**src/rtl/instr_fetch_rv32i.sv**
```systemverilog
// RV32I fetch stage: issues PCs to a synchronous ROM and buffers the
// returned words in a 2-entry FIFO behind a valid/ready output.
module instr_fetch_rv32i #(
    parameter logic [31:0] RESET_PC = 32'h0000_0000
) (
    input  logic        clk,
    input  logic        rst,
    output logic [31:0] imem_addr,
    input  logic [31:0] imem_rdata,
    input  logic        redirect_valid,
    input  logic [31:0] redirect_pc,
    output logic        out_valid,
    input  logic        out_ready,
    output logic [31:0] out_pc,
    output logic [31:0] out_instr,
    output logic        misalign_err
);

    logic [31:0] fpc;
    logic        inflight_v;
    logic [31:0] inflight_pc;

    logic [31:0] buf_pc    [2];
    logic [31:0] buf_instr [2];
    logic        rd_ptr;
    logic        wr_ptr;
    logic [1:0]  count;

    logic        pop;
    logic        push;
    logic        issue;
    logic [2:0]  occupancy;

    assign out_valid = (count != 2'd0);
    assign pop       = out_valid & out_ready;
    assign push      = inflight_v & ~redirect_valid;

    // Issue only if the FIFO can still absorb the response next cycle.
    assign occupancy = {1'b0, count} + {2'b00, inflight_v};
    assign issue     = redirect_valid
                     | (occupancy <= ({2'b00, pop} + 3'd1));

    assign imem_addr = redirect_valid ? {redirect_pc[31:2], 2'b00} : fpc;

    assign out_pc    = buf_pc[rd_ptr];
    assign out_instr = buf_instr[rd_ptr];

    always_ff @(posedge clk or posedge rst) begin
        if (rst) begin
            fpc          <= RESET_PC;
            inflight_v   <= 1'b0;
            inflight_pc  <= 32'd0;
            misalign_err <= 1'b0;
        end else begin
            inflight_v <= issue;
            if (issue) begin
                inflight_pc <= imem_addr;
                fpc         <= imem_addr + 32'd4;
            end
            if (redirect_valid && (redirect_pc[1:0] != 2'b00)) begin
                misalign_err <= 1'b1;
            end
        end
    end

    // A redirect drops both buffered words and the response in flight.
    always_ff @(posedge clk or posedge rst) begin
        if (rst) begin
            count  <= 2'd0;
            rd_ptr <= 1'b0;
            wr_ptr <= 1'b0;
            for (int i = 0; i < 2; i++) begin
                buf_pc[i]    <= 32'd0;
                buf_instr[i] <= 32'd0;
            end
        end else if (redirect_valid) begin
            count  <= 2'd0;
            rd_ptr <= 1'b0;
            wr_ptr <= 1'b0;
        end else begin
            if (push) begin
                buf_pc[wr_ptr]    <= inflight_pc;
                buf_instr[wr_ptr] <= imem_rdata;
                wr_ptr            <= ~wr_ptr;
            end
            if (pop) begin
                rd_ptr <= ~rd_ptr;
            end
            count <= count + {1'b0, push} - {1'b0, pop};
        end
    end

endmodule
```
**config.mk**
```make
export PLATFORM = sky130hd
export DESIGN_NAME = instr_fetch_rv32i
export DESIGN_NICKNAME = d
export VERILOG_FILES = /design/src/rtl/instr_fetch_rv32i.sv
export SDC_FILE = /design/constraint.sdc
export NUM_CORES = 1
export LEC_CHECK = 0
export CORE_MARGIN = 4
export CORE_UTILIZATION = 59
export CTS_BUF_LIST = sky130_fd_sc_hd__clkbuf_4 sky130_fd_sc_hd__clkbuf_8
export DETAILED_ROUTE_END_ITERATION = 16
export HOLD_SLACK_MARGIN = 0.1
export PLACE_DENSITY = 0.88
export RECOVER_POWER = 50
export SLEW_MARGIN = 20
export SYNTH_ARGS = -nofsm -noshare
export SYNTH_HDL_FRONTEND = slang
export SYNTH_SLANG_ARGS = --single-unit
```
**constraint.sdc**
```tcl
create_clock -name clk -period 14.5 [get_ports clk]
set_input_delay 2.9 -clock clk [delete_from_list [all_inputs] [get_ports clk]]
set_output_delay 2.9 -clock clk [all_outputs]
set_load 0.02 [all_outputs]
```
==> reports/results.txt <==
Crit. End Element: output port
Fill cells: 981
Die X: 134 um
TritonCTS clock tree: yes
First DRT Iteration DRCs: 419
Layout Utilization: 0.751
slowest cell delay on critical path: 2.51 ns
post-CTS setup buffers: 0
Final period util: 0.704
DRT Wirelength: 20700 um
cell taking the most area after synthesis: dfrtp_1
DR vias/cell: 5.71
Synth top area share: 0.523
# hold bufs at CTS: 0
post-route ant nets: 0
Pwr per Cell Area: 232 nW/um^2
Worst-path clk slew: 0.09 ns
Fin. Hold Viols: 0
final instance area: 11500 um^2
endpoints failing setup: 0
Avg Cell Area, Syn: 12.6 um^2
first-pass GRT wire length: 34500 um
Arr. time, crit path: 7.31 ns
metal3 WL: 1390 um
clock root cell: clkbuf_8
Starting Density: 0.610
Max IR drop VDD: 0.000113 V
gr ovfl total: 0
synth top area cells: dfrtp_1, mux2_2, nor2_1, a21oi_1, mux2i_1
placed inst area: 11100 um^2
Post-synth EDFFs: 0
CTS H-tree depth: 4
All-Layer GR Usage: 0.238
Die Area: 18000 um^2
LEAKAGE: 4.83 nW
routed wl met2: 9800 um
Ys Warns: 0
Synth top cells by count: mux2_2, dfrtp_1, nor2_1
dpl hpwl: 14200 um
setup TNS: 0 ns
register area share after synthesis: 0.523
CTS Sinks: 196
most common cell in the synthesized netlist: mux2_2
Vias: 6399
Worst slew margin: -2.15
kind of start point of the critical path: input port
failing checks: max-capacitance violations, max-slew violations
initial antenna violation count: 0
Multi-input gate area: 4190 um^2
top sig layer: met4
die span in y: 134 um
Reg area: 4910 um^2
Synth cell types: 50
fin. max-slew vios: 247
#FFs+latches synth: 196
Post-route DRC: 0
ys async rst share: 1.00
Hold Crit Class: reg -> reg
status: finished with violations
Post-Syn Area: 9370 um^2
Critical Path RT: 11.60 ns
Tmin final: 10.21 ns
P&R area growth vs syn: 23.2%
clk_lat worst skew: 0.46 ns
Port Buffer Count: 165
Syn Nets: 821
RSZ-0062 raised after global routing: false
vias in the first global route: 6801
wire length on met1: 9270 um
Longest Clk Path Bufs: 2
First-pass DRT Iterations: 5
CTS resizes: 0
Slowest-stage cell, CP: clkbuf_1
max cap viols: 3
Least-Margin Pin Slew: 4.70 ns
routed length per instance: 18.5 um
crit-path cells: buf_2 -> clkbuf_1 -> mux2i_1 -> inv_1 -> clkdlybuf4s50_1
# diodes: 0
largest net degree at the start of global routing: 111
cts bufs inserted: 17
core area: 15400 um^2
type of the worst setup path: in -> out
top_reg_cell synth: dfrtp_1
routability cong.: 0.890
Critical Path Fanout Max: 70
cell count after synthesis: 746
num ports: 166
Max Clock Skew: 0.0168 ns
share of layout cells above drive strength 1: 0.285
Final #Nets: 972
Rows: 45
max frequency: 0.0979 GHz
[layout make-up]
type,instances,share of cell area
Multi-Input combinational cell,488,0.363
Clock inverter,13,0.0131
Sequential cell,196,0.425
Clock buffer,19,0.0221
Timing Repair Buffer,172,0.147
Inverter,22,0.00726
Tap cell,211,0.0229
[where the power goes]
part / internal, mW / switching, mW
sequential: 0.818 / 0.176
combinational: 0.678 / 0.647
clock: 0.163 / 0.193
total: 1.66 / 1.02
[flip-flops by register name (all words and copies together) (netlist names)]
register      count
buf_instr        64
buf_pc           64
fpc              32
inflight_pc      30
count             2
inflight_v        1
misalign_err      1
rd_ptr            1
wr_ptr            1
[cell families after synthesis]
group / Yosys count / synth area share
compound gates: 70 / 0.0523
xor+xnor: 21 / 0.0196
fa+ha+maj: 7 / 0.0101
buf+inv: 62 / 0.0316
flops: 196 / 0.523
mux: 224 / 0.267
simple gates: 166 / 0.0957
[critical path: cells and delay by family]
family	cells	cell delay [ns]
muxes	1	0.91
buffers and inverters	4	3.48
[stage by stage]
step	setup slack, ns	cells	power, mW	hold WS (ns)
2_1_floorplan	6.26	746	1.81	0.445
3_3_place_gp	6.67	1089	2.26	0.452
3_5_place_dp	6.59	1089	2.32	0.478
4_1_cts	6.58	1121	2.68	0.505
5_1_grt	3.96	1121	2.84	0.521
6_report	4.29	1121	2.67	0.500
[cell usage in the layout (no fill, tap or decap), types with 5 or more instances in the layout]
master | Yosys | final
clkdlybuf4s50_1 | 0 | 162
a21oi_1 | 38 | 38
inv_1 | 21 | 20
nand3_1 | 10 | 10
o31ai_1 | 11 | 11
nand2_1 | 23 | 23
dfrtp_1 | 196 | 195
mux2_1 | 6 | 6
clkbuf_8 | 0 | 18
mux2i_1 | 15 | 15
nor2_1 | 79 | 79
ha_1 | 6 | 6
nand3b_1 | 6 | 6
nand4_1 | 5 | 5
nor2b_1 | 5 | 5
and3_1 | 7 | 7
mux2_2 | 203 | 203
xnor2_1 | 17 | 17
[layer usage]
metal	global-route usage	vias up
met5	0	-
met4	0.0628	0
met3	0.0559	27
met2	0.379	233
met1	0.333	3209
li1	-	2930
[worst paths after layout]
check                                     end  slack, ns           start  cells after the start
worst max register to register  buf_instr[40]      10.44      inflight_v                      4
min in group asynchronous       buf_instr[50]       4.33             rst                      2
max in group asynchronous              rd_ptr       7.84             rst                      2
worst max-delay path            imem_addr[21]       4.29  redirect_valid                      5
worst min register to register     buf_pc[54]       0.50      buf_pc[54]                      1
worst min-delay path               buf_pc[54]       0.50      buf_pc[54]                      1
No activity file was read; power rests on OpenSTA's default activity.
